**src/rtl/mem_packet_to_tx_pkg.sv**
```systemverilog
// Shared types and constants for the packet-buffer transmit path.
// Holds the FSM state enum, framing bytes and the CRC-32 constants and step function.
// Optional FCS generation is selected by the MEM_TX_FCS_EN macro in the users of this package.
package mem_tx_pkg;

  typedef enum logic [2:0] {
    IDLE  = 3'd0,
    PRE   = 3'd1,
    SFD   = 3'd2,
    DATA  = 3'd3,
    FCS   = 3'd4,
    DRAIN = 3'd5,
    IFG   = 3'd6
  } tx_state_e;

  localparam logic [7:0]  PREAMBLE_BYTE = 8'h55;
  localparam logic [7:0]  SFD_BYTE      = 8'hD5;

  localparam logic [31:0] CRC32_POLY    = 32'h04C11DB7;
  localparam logic [31:0] CRC32_INIT    = 32'hFFFF_FFFF;
  localparam logic [31:0] CRC32_RESIDUE = 32'hDEBB_20E3;

  // One byte of reflected CRC-32: LSB of the byte enters first.
  function automatic logic [31:0] crc32_next(input logic [31:0] crc, input logic [7:0] d);
    logic [31:0] c;
    logic [31:0] rpoly;
    for (int i = 0; i < 32; i++) rpoly[i] = CRC32_POLY[31-i];
    c = crc ^ {24'h0, d};
    for (int b = 0; b < 8; b++) c = c[0] ? ((c >> 1) ^ rpoly) : (c >> 1);
    return c;
  endfunction

endpackage

```
**src/rtl/mem_packet_to_tx_if.sv**
```systemverilog
// Bundle between the packet buffer / SRAM and the transmit framer.
// master = framer side (drives pop, read strobe and the tx byte lane).
// slave  = buffer, SRAM and PHY side.
interface mem_packet_to_tx_if #(
  parameter int pDATA_WIDTH = 8,
  parameter int pLEN_WIDTH  = 16
) ();
  logic                   iempty;
  logic [pLEN_WIDTH-1:0]  ilen_pac;
  logic                   olen_ack;
  logic                   ord_en;
  logic [pDATA_WIDTH-1:0] ird_data;
  logic                   otx_en;
  logic [pDATA_WIDTH-1:0] otxd;
  logic                   obusy;
  logic                   olen_err;
  logic [15:0]            ofrm_cnt;

  modport master (
    input  iempty, ilen_pac, ird_data,
    output olen_ack, ord_en, otx_en, otxd, obusy, olen_err, ofrm_cnt
  );

  modport slave (
    output iempty, ilen_pac, ird_data,
    input  olen_ack, ord_en, otx_en, otxd, obusy, olen_err, ofrm_cnt
  );
endinterface

```
**src/rtl/crc32_d8.sv**
```systemverilog
// Byte-wide reflected CRC-32 accumulator (only built when MEM_TX_FCS_EN is defined).
// Latency: register updates one edge after en_i; init_i has priority over en_i.
// Backpressure: none; the caller gates en_i to the bytes that belong in the FCS.
module crc32_d8
  import mem_tx_pkg::*;
(
  input  logic        clk_i,
  input  logic        rst_n_i,
  input  logic        init_i,
  input  logic        en_i,
  input  logic [7:0]  data_i,
  output logic [31:0] crc_o
);

  logic [31:0] crc_q;
  logic [31:0] crc_d;

  assign crc_d = crc32_next(crc_q, data_i);
  assign crc_o = crc_q;

  // Accumulate one byte per enabled cycle; restart from the seed between frames.
  always_ff @(posedge clk_i) begin
    if (!rst_n_i || init_i) crc_q <= CRC32_INIT;
    else if (en_i)          crc_q <= crc_d;
  end

endmodule

```
**src/rtl/mem_packet_to_tx.sv**
```systemverilog
// Pops stored packets and frames them (preamble, SFD, payload, optional FCS, IFG) onto an 8-bit tx lane.
// Latency: first preamble byte one cycle after iempty=0 is sampled in IDLE; SRAM byte reaches otxd two cycles after its read strobe.
// Backpressure: none on the tx side; iempty is only sampled in IDLE. MEM_TX_FCS_EN appends a generated CRC-32.
module mem_packet_to_tx
  import mem_tx_pkg::*;
#(
  parameter int pDATA_WIDTH        = 8,
  parameter int pLEN_WIDTH         = 16,
  parameter int pMAX_PACKET_LENGHT = 1536,
  parameter int pPREAMBLE_BYTES    = 7,
  parameter int pIFG_BYTES         = 12
) (
  input  logic               iclk,
  input  logic               i_rst_n,
  mem_packet_to_tx_if.master bus
);

  localparam logic [pLEN_WIDTH-1:0] ONE      = pLEN_WIDTH'(1);
  localparam logic [pLEN_WIDTH-1:0] PRE_N    = pLEN_WIDTH'(pPREAMBLE_BYTES);
  localparam logic [pLEN_WIDTH-1:0] PRE_LAST = pLEN_WIDTH'(pPREAMBLE_BYTES - 1);
  localparam logic [pLEN_WIDTH-1:0] IFG_N    = pLEN_WIDTH'(pIFG_BYTES);
  localparam logic [pLEN_WIDTH-1:0] MAX_LEN  = pLEN_WIDTH'(pMAX_PACKET_LENGHT);

  tx_state_e              state_q;
  logic [pLEN_WIDTH-1:0]  len_q;
  logic [pLEN_WIDTH-1:0]  cnt_q;     // bytes emitted in the current state
  logic [pLEN_WIDTH-1:0]  rd_cnt_q;  // read strobes issued for the current packet
  logic                   ack_q;
  logic                   err_q;
  logic                   rd_en_q;
  logic                   tx_en_q;
  logic [pDATA_WIDTH-1:0] txd_q;
  logic                   busy_q;
  logic [15:0]            frm_q;

`ifdef MEM_TX_FCS_EN
  localparam logic [pLEN_WIDTH-1:0] FCS_N = pLEN_WIDTH'(4);
  logic [31:0] crc_w;
  logic [31:0] fcs_w;
  logic        crc_init;
  logic        crc_en;

  // CRC sees exactly the bytes captured into otxd during SFD and DATA.
  assign crc_init = (state_q == IDLE);
  assign crc_en   = (state_q == SFD) || ((state_q == DATA) && (cnt_q < len_q));
  assign fcs_w    = ~crc_w;

  crc32_d8 u_crc (
    .clk_i   (iclk),
    .rst_n_i (i_rst_n),
    .init_i  (crc_init),
    .en_i    (crc_en),
    .data_i  (bus.ird_data[7:0]),
    .crc_o   (crc_w)
  );
`endif

  // Frame sequencer; the read strobe runs alongside so SRAM data lands exactly when DATA captures it.
  always_ff @(posedge iclk) begin
    if (!i_rst_n) begin
      state_q  <= IDLE;
      len_q    <= '0;
      cnt_q    <= '0;
      rd_cnt_q <= '0;
      ack_q    <= 1'b0;
      err_q    <= 1'b0;
      rd_en_q  <= 1'b0;
      tx_en_q  <= 1'b0;
      txd_q    <= '0;
      busy_q   <= 1'b0;
      frm_q    <= '0;
    end else begin
      ack_q <= 1'b0;
      err_q <= 1'b0;

      // Keep the strobe up until len reads are issued, whatever the frame state.
      if (rd_en_q) begin
        if (rd_cnt_q < len_q) rd_cnt_q <= rd_cnt_q + ONE;
        else                  rd_en_q  <= 1'b0;
      end

      case (state_q)
        IDLE: begin
          if (!bus.iempty) begin
            len_q  <= bus.ilen_pac;
            ack_q  <= 1'b1;
            busy_q <= 1'b1;
            cnt_q  <= ONE;
            if (bus.ilen_pac == '0) begin
              err_q   <= 1'b1;
              state_q <= IFG;
            end else if (bus.ilen_pac > MAX_LEN) begin
              err_q    <= 1'b1;
              state_q  <= DRAIN;
              rd_en_q  <= 1'b1;
              rd_cnt_q <= ONE;
            end else begin
              state_q <= PRE;
              tx_en_q <= 1'b1;
              txd_q   <= pDATA_WIDTH'(PREAMBLE_BYTE);
              if (PRE_N == ONE) begin
                rd_en_q  <= 1'b1;
                rd_cnt_q <= ONE;
              end
            end
          end
        end
        PRE: begin
          if (cnt_q < PRE_N) begin
            txd_q <= pDATA_WIDTH'(PREAMBLE_BYTE);
            cnt_q <= cnt_q + ONE;
            if (cnt_q == PRE_LAST) begin
              rd_en_q  <= 1'b1;
              rd_cnt_q <= ONE;
            end
          end else begin
            txd_q   <= pDATA_WIDTH'(SFD_BYTE);
            state_q <= SFD;
          end
        end
        SFD: begin
          state_q <= DATA;
          txd_q   <= bus.ird_data;
          cnt_q   <= ONE;
        end
        DATA: begin
          if (cnt_q < len_q) begin
            txd_q <= bus.ird_data;
            cnt_q <= cnt_q + ONE;
          end else begin
`ifdef MEM_TX_FCS_EN
            state_q <= FCS;
            txd_q   <= pDATA_WIDTH'(fcs_w[7:0]);
            cnt_q   <= ONE;
`else
            state_q <= IFG;
            tx_en_q <= 1'b0;
            txd_q   <= '0;
            cnt_q   <= ONE;
            frm_q   <= frm_q + 16'd1;
`endif
          end
        end
`ifdef MEM_TX_FCS_EN
        FCS: begin
          if (cnt_q < FCS_N) begin
            txd_q <= pDATA_WIDTH'(fcs_w[{cnt_q[1:0], 3'b000} +: 8]);
            cnt_q <= cnt_q + ONE;
          end else begin
            state_q <= IFG;
            tx_en_q <= 1'b0;
            txd_q   <= '0;
            cnt_q   <= ONE;
            frm_q   <= frm_q + 16'd1;
          end
        end
`endif
        DRAIN: begin
          if (rd_cnt_q >= len_q) begin
            state_q <= IFG;
            cnt_q   <= ONE;
          end
        end
        IFG: begin
          if (cnt_q >= IFG_N) begin
            state_q <= IDLE;
            busy_q  <= 1'b0;
          end else begin
            cnt_q <= cnt_q + ONE;
          end
        end
        default: begin
          state_q <= IDLE;
          tx_en_q <= 1'b0;
          rd_en_q <= 1'b0;
          busy_q  <= 1'b0;
        end
      endcase
    end
  end

  assign bus.olen_ack = ack_q;
  assign bus.olen_err = err_q;
  assign bus.ord_en   = rd_en_q;
  assign bus.otx_en   = tx_en_q;
  assign bus.otxd     = txd_q;
  assign bus.obusy    = busy_q;
  assign bus.ofrm_cnt = frm_q;

endmodule

```
**src/flat_wrapper.sv**
```systemverilog
// flat-port wrapper written by rule: the top's interface ports become plain ports
module mem_packet_to_tx_flat import mem_tx_pkg::*;
#(
  parameter int pDATA_WIDTH        = 8,
  parameter int pLEN_WIDTH         = 16,
  parameter int pMAX_PACKET_LENGHT = 1536,
  parameter int pPREAMBLE_BYTES    = 7,
  parameter int pIFG_BYTES         = 12
)
  (iclk, i_rst_n, bus_iempty, bus_ilen_pac, bus_ird_data, bus_olen_ack, bus_ord_en, bus_otx_en, bus_otxd, bus_obusy, bus_olen_err, bus_ofrm_cnt);
  mem_packet_to_tx_if #(.pDATA_WIDTH(pDATA_WIDTH), .pLEN_WIDTH(pLEN_WIDTH)) bus_i ();
  input  logic iclk;
  input  logic i_rst_n;
  input wire logic [$bits(bus_i.iempty)-1:0] bus_iempty;
  input wire logic [$bits(bus_i.ilen_pac)-1:0] bus_ilen_pac;
  input wire logic [$bits(bus_i.ird_data)-1:0] bus_ird_data;
  output wire logic [$bits(bus_i.olen_ack)-1:0] bus_olen_ack;
  output wire logic [$bits(bus_i.ord_en)-1:0] bus_ord_en;
  output wire logic [$bits(bus_i.otx_en)-1:0] bus_otx_en;
  output wire logic [$bits(bus_i.otxd)-1:0] bus_otxd;
  output wire logic [$bits(bus_i.obusy)-1:0] bus_obusy;
  output wire logic [$bits(bus_i.olen_err)-1:0] bus_olen_err;
  output wire logic [$bits(bus_i.ofrm_cnt)-1:0] bus_ofrm_cnt;
  assign bus_i.iempty = bus_iempty;
  assign bus_i.ilen_pac = bus_ilen_pac;
  assign bus_i.ird_data = bus_ird_data;
  assign bus_olen_ack = bus_i.olen_ack;
  assign bus_ord_en = bus_i.ord_en;
  assign bus_otx_en = bus_i.otx_en;
  assign bus_otxd = bus_i.otxd;
  assign bus_obusy = bus_i.obusy;
  assign bus_olen_err = bus_i.olen_err;
  assign bus_ofrm_cnt = bus_i.ofrm_cnt;
  mem_packet_to_tx #(.pDATA_WIDTH(pDATA_WIDTH), .pLEN_WIDTH(pLEN_WIDTH), .pMAX_PACKET_LENGHT(pMAX_PACKET_LENGHT), .pPREAMBLE_BYTES(pPREAMBLE_BYTES), .pIFG_BYTES(pIFG_BYTES)) u_core (.iclk(iclk), .i_rst_n(i_rst_n), .bus(bus_i));
endmodule
```
**config.mk**
```make
export PLATFORM = sky130hd
export DESIGN_NAME = mem_packet_to_tx_flat
export DESIGN_NICKNAME = d
export VERILOG_FILES = /design/src/rtl/mem_packet_to_tx_pkg.sv /design/src/rtl/mem_packet_to_tx_if.sv /design/src/rtl/crc32_d8.sv /design/src/rtl/mem_packet_to_tx.sv /design/src/flat_wrapper.sv
export SDC_FILE = /design/constraint.sdc
export NUM_CORES = 1
export LEC_CHECK = 0
export BUFFER_PORTS_ARGS = -buffer_cell sky130_fd_sc_hd__buf_2
export CAP_MARGIN = 20
export CORE_ASPECT_RATIO = 1.5
export CORE_MARGIN = 2
export CORE_UTILIZATION = 53
export CTS_CLUSTER_SIZE = 24
export DETAILED_ROUTE_END_ITERATION = 7
export GPL_TIMING_DRIVEN = 0
export PLACE_DENSITY = 0.82
export SYNTH_ARGS = -nofsm -noshare
export SYNTH_HDL_FRONTEND = slang
export SYNTH_HIERARCHICAL = 1
export SYNTH_SLANG_ARGS = --single-unit
```
**constraint.sdc**
```tcl
create_clock -name iclk -period 2.6 [get_ports iclk]
set_input_delay 0.39 -clock iclk [delete_from_list [all_inputs] [get_ports iclk]]
set_output_delay 0.39 -clock iclk [all_outputs]
set_load 0.02 [all_outputs]
```
==> out/metrics.yaml <==
core_mm2: 0.008362
hpwlAfterDp_um: 9849
drt_iter0_drc: 318
violations: "negative setup slack"
cts_buffer_depth: 2
hold_violations: 0
grt_pass1_vias: 4613
placed_area_mm2: 0.004928
post-route-period-util_pct: 104.2
wl_per_cell_um: 18.10
critPathRequiredTime_ns: 2.80
tightest_slew_ns: 0.6855
syn_to_final_growth_pct: 24.64
gp_congestion: 0.9345
cap_viol_max_count: 0
synth_cells: 564
slew_headroom_pct: 54.30
drive_gt1_share_pct: 21.48
vias_per_cell: 6.273
die-height_um: 117.2
clkSinkCount: 80
final-seq-area_mm2: 0.001610
async_flop_share_pct: 0
fillers: 673
cp_cell_sequence: "inv_2 > ha_4 > nand4_1 > buf_4 > nor4_4 > o21ai_2 > and3_4 > a21o_1 > buf_6 > nand2b_4 > o41ai_1"
syn_avg_cell_area_um2: 8.022
crit_path_top_delay_cell: "o41ai_1"
max_freq_mhz: 369.0
cts.root.buffer_cell: "clkbuf_16"
antenna_found_initial: 0
dp_cells: 725
grt_max_degree: 14
peakVddDrop_mv: 0.5974
synth_edf_count: 0
io_pins: 56
cp_max_fo: 7
grt_pass1_wl_um: 21610
drc_errors: 0
final-setup-viol-count: 10
routed_wl_um: 13640
instances_no_fill: 754
track_usage_pct: 29.76
diodes: 0
ctsHoldBuffers: 0
critPathKind: "reg -> reg"
fin_nets: 705
status: "finished, violations left"
die_x_um: 79.44
ant_nets: 0
post-route-util_pct: 67.44
clk_latency_ns: 0.33
finalClockSkew_ns: 0.005156
rsz0062_at_grt: "true"
ys_seq_elements: 80
powerDensity_mw_per_mm2: 830.0
most-common-layout-cells: "dfxtp_1, nand2_1, buf_2"
finalMaxSlewViolations: 0
cts_tree: "done"
fp-row-count: 41
syn_area_mm2: 0.004524
yosysWarnings: 6
synth_cell_type_count: 52
min_path_cells: 3
multi_input_area_mm2: 0.002979
crit_path_end_kind: "flip-flop"
floorplan.initialDensity_pct: 54.11
cts_buffers: 9
drt_pass1_iterations: 5
arrival_ns: 2.91
syn_nets: 627
tns_ns: -0.6055
reg2reg_depth: 11
p_leak_nw: 2.360
hp-class: "in -> reg"
io_buffers: 54
vias: 4730
final_common_cell: "dfxtp_1"
yosys_most_used_dff: "dfxtp_1"
startpoint_type: "flip-flop"
fin_ws_ns: -0.1103
cp_slowest_stage_delay_ns: 0.41
grt_overflow: 0
fin_crit_ns: 2.710
ys_seq_area_share_pct: 35.40
die-area_mm2: 0.009307
h-tree-depth: 3
post-route-cell-area_mm2: 0.005639
clk_pin_slew_ns: 0.06
==> registers in the layout (all words and copies together) (netlist names) <==
register,count
u_core/rd_cnt_q,16
u_core/bus.ofrm_cnt,16
u_core/bus.otx_en,1
u_core/state_q,3
u_core/cnt_q,16
u_core/len_q,16
u_core/bus.olen_err,1
u_core/bus.obusy,1
u_core/bus.olen_ack,1
u_core/bus.otxd,8
u_core/bus.ord_en,1
==> critical path: cells and delay by family, from the launching register on <==
family	cells	cell delay, ns
adder cells (fa/ha/maj)	1	0.26
AO/OA/AOI/OAI	3	0.71
flip-flops	1	0.38
buffers and inverters	3	0.39
AND/OR/NAND/NOR	4	0.85
==> area by class of cell <==
type | instances | share of cell area [%]
multi-input cells | 431 | 52.83
flip-flops and latches | 80 | 28.56
repair buffers | 67 | 6.834
clock buffers | 11 | 4.304
well taps | 107 | 2.374
plain buffers | 26 | 2.308
inverters | 27 | 1.797
clock inverters | 5 | 0.9984
==> routing by layer <==
metal	GRT usage, %	share of wire (%)
met1	31.36	37
met4	20.80	5.0
met3	3.528	6.5
met5	0	0
met2	54.45	52
==> through the flow <==
stage          total power, W  setup slack (ns)  hold WS, ns
2_1_floorplan        0.002555            0.1462       0.4363
3_3_place_gp         0.002948           -0.4323       0.4437
3_5_place_dp         0.002997           -0.4736       0.4507
4_1_cts              0.004399         0.0005520       0.2872
5_1_grt              0.004930           -0.2230       0.2986
6_report             0.004680           -0.1103       0.2956
==> worst paths after layout <==
path	slack (ns)	start	to
worst max-delay path	-0.11	u_core/len_q[13]$_SDFFE_PN0P_	u_core/cnt_q[15]$_SDFFE_PN0P_
worst max register to register	-0.11	u_core/len_q[13]$_SDFFE_PN0P_	u_core/cnt_q[15]$_SDFFE_PN0P_
worst min register to register	0.46	u_core/len_q[6]$_SDFFE_PN0P_	u_core/len_q[6]$_SDFFE_PN0P_
worst min-delay path	0.30	bus_ilen_pac[13]	u_core/len_q[13]$_SDFFE_PN0P_
==> cells by family after synthesis <==
family	share of synthesized area, %
simple gates	27.13
compound gates	18.39
flops	35.40
buf+inv	4.729
fa+ha+maj	9.956
xor+xnor	3.678
mux	0.7190
==> Yosys cell counts, drive strengths merged, types with 2 or more instances <==
| cell type | n | share of area (%) |
|---|---|---|
| o21a | 4 | 0.66 |
| xor2 | 6 | 1.2 |
| o21ai | 24 | 2.7 |
| or3 | 6 | 0.83 |
| and4 | 2 | 0.39 |
| inv | 27 | 2.2 |
| nor2b | 2 | 0.28 |
| nor2 | 48 | 4.0 |
| buf | 3 | 0.58 |
| clkbuf | 23 | 1.9 |
| o311ai | 2 | 0.39 |
| a211oi | 2 | 0.33 |
| nand3 | 22 | 2.4 |
| or2 | 4 | 0.55 |
| a22oi | 4 | 0.66 |
| o41ai | 11 | 2.1 |
| o211ai | 2 | 0.33 |
| nand2b | 10 | 1.5 |
| a21oi | 46 | 5.1 |
| a32oi | 13 | 2.5 |
| and3 | 24 | 3.3 |
| nor4 | 14 | 1.9 |
| and2 | 6 | 0.83 |
| a21boi | 2 | 0.33 |
| a31oi | 2 | 0.28 |
| a21o | 4 | 0.66 |
| nor3 | 10 | 1.1 |
| nand3b | 3 | 0.50 |
| ha | 36 | 10 |
| xnor2 | 13 | 2.5 |
| or4 | 2 | 0.33 |
| dfxtp | 80 | 35 |
| nand2 | 74 | 6.1 |
| mux2 | 2 | 0.50 |
| nand4 | 17 | 2.4 |
==> what timing repair did <==
action	4_1_cts	5_1_grt
pin swaps	6	23
gates resized for setup	23	45
setup endpoints to repair	47	55
cloned	0	1
setup buffers	6	6
==> power breakdown <==
group / leakage, nW / switching (W) / internal [W]
Sequential: 0.652 / 0.000110 / 0.00138
Combinational: 1.56 / 0.00118 / 0.000755
Clock: 0.145 / 0.000491 / 0.000768
No activity file was read; power rests on OpenSTA's default activity.
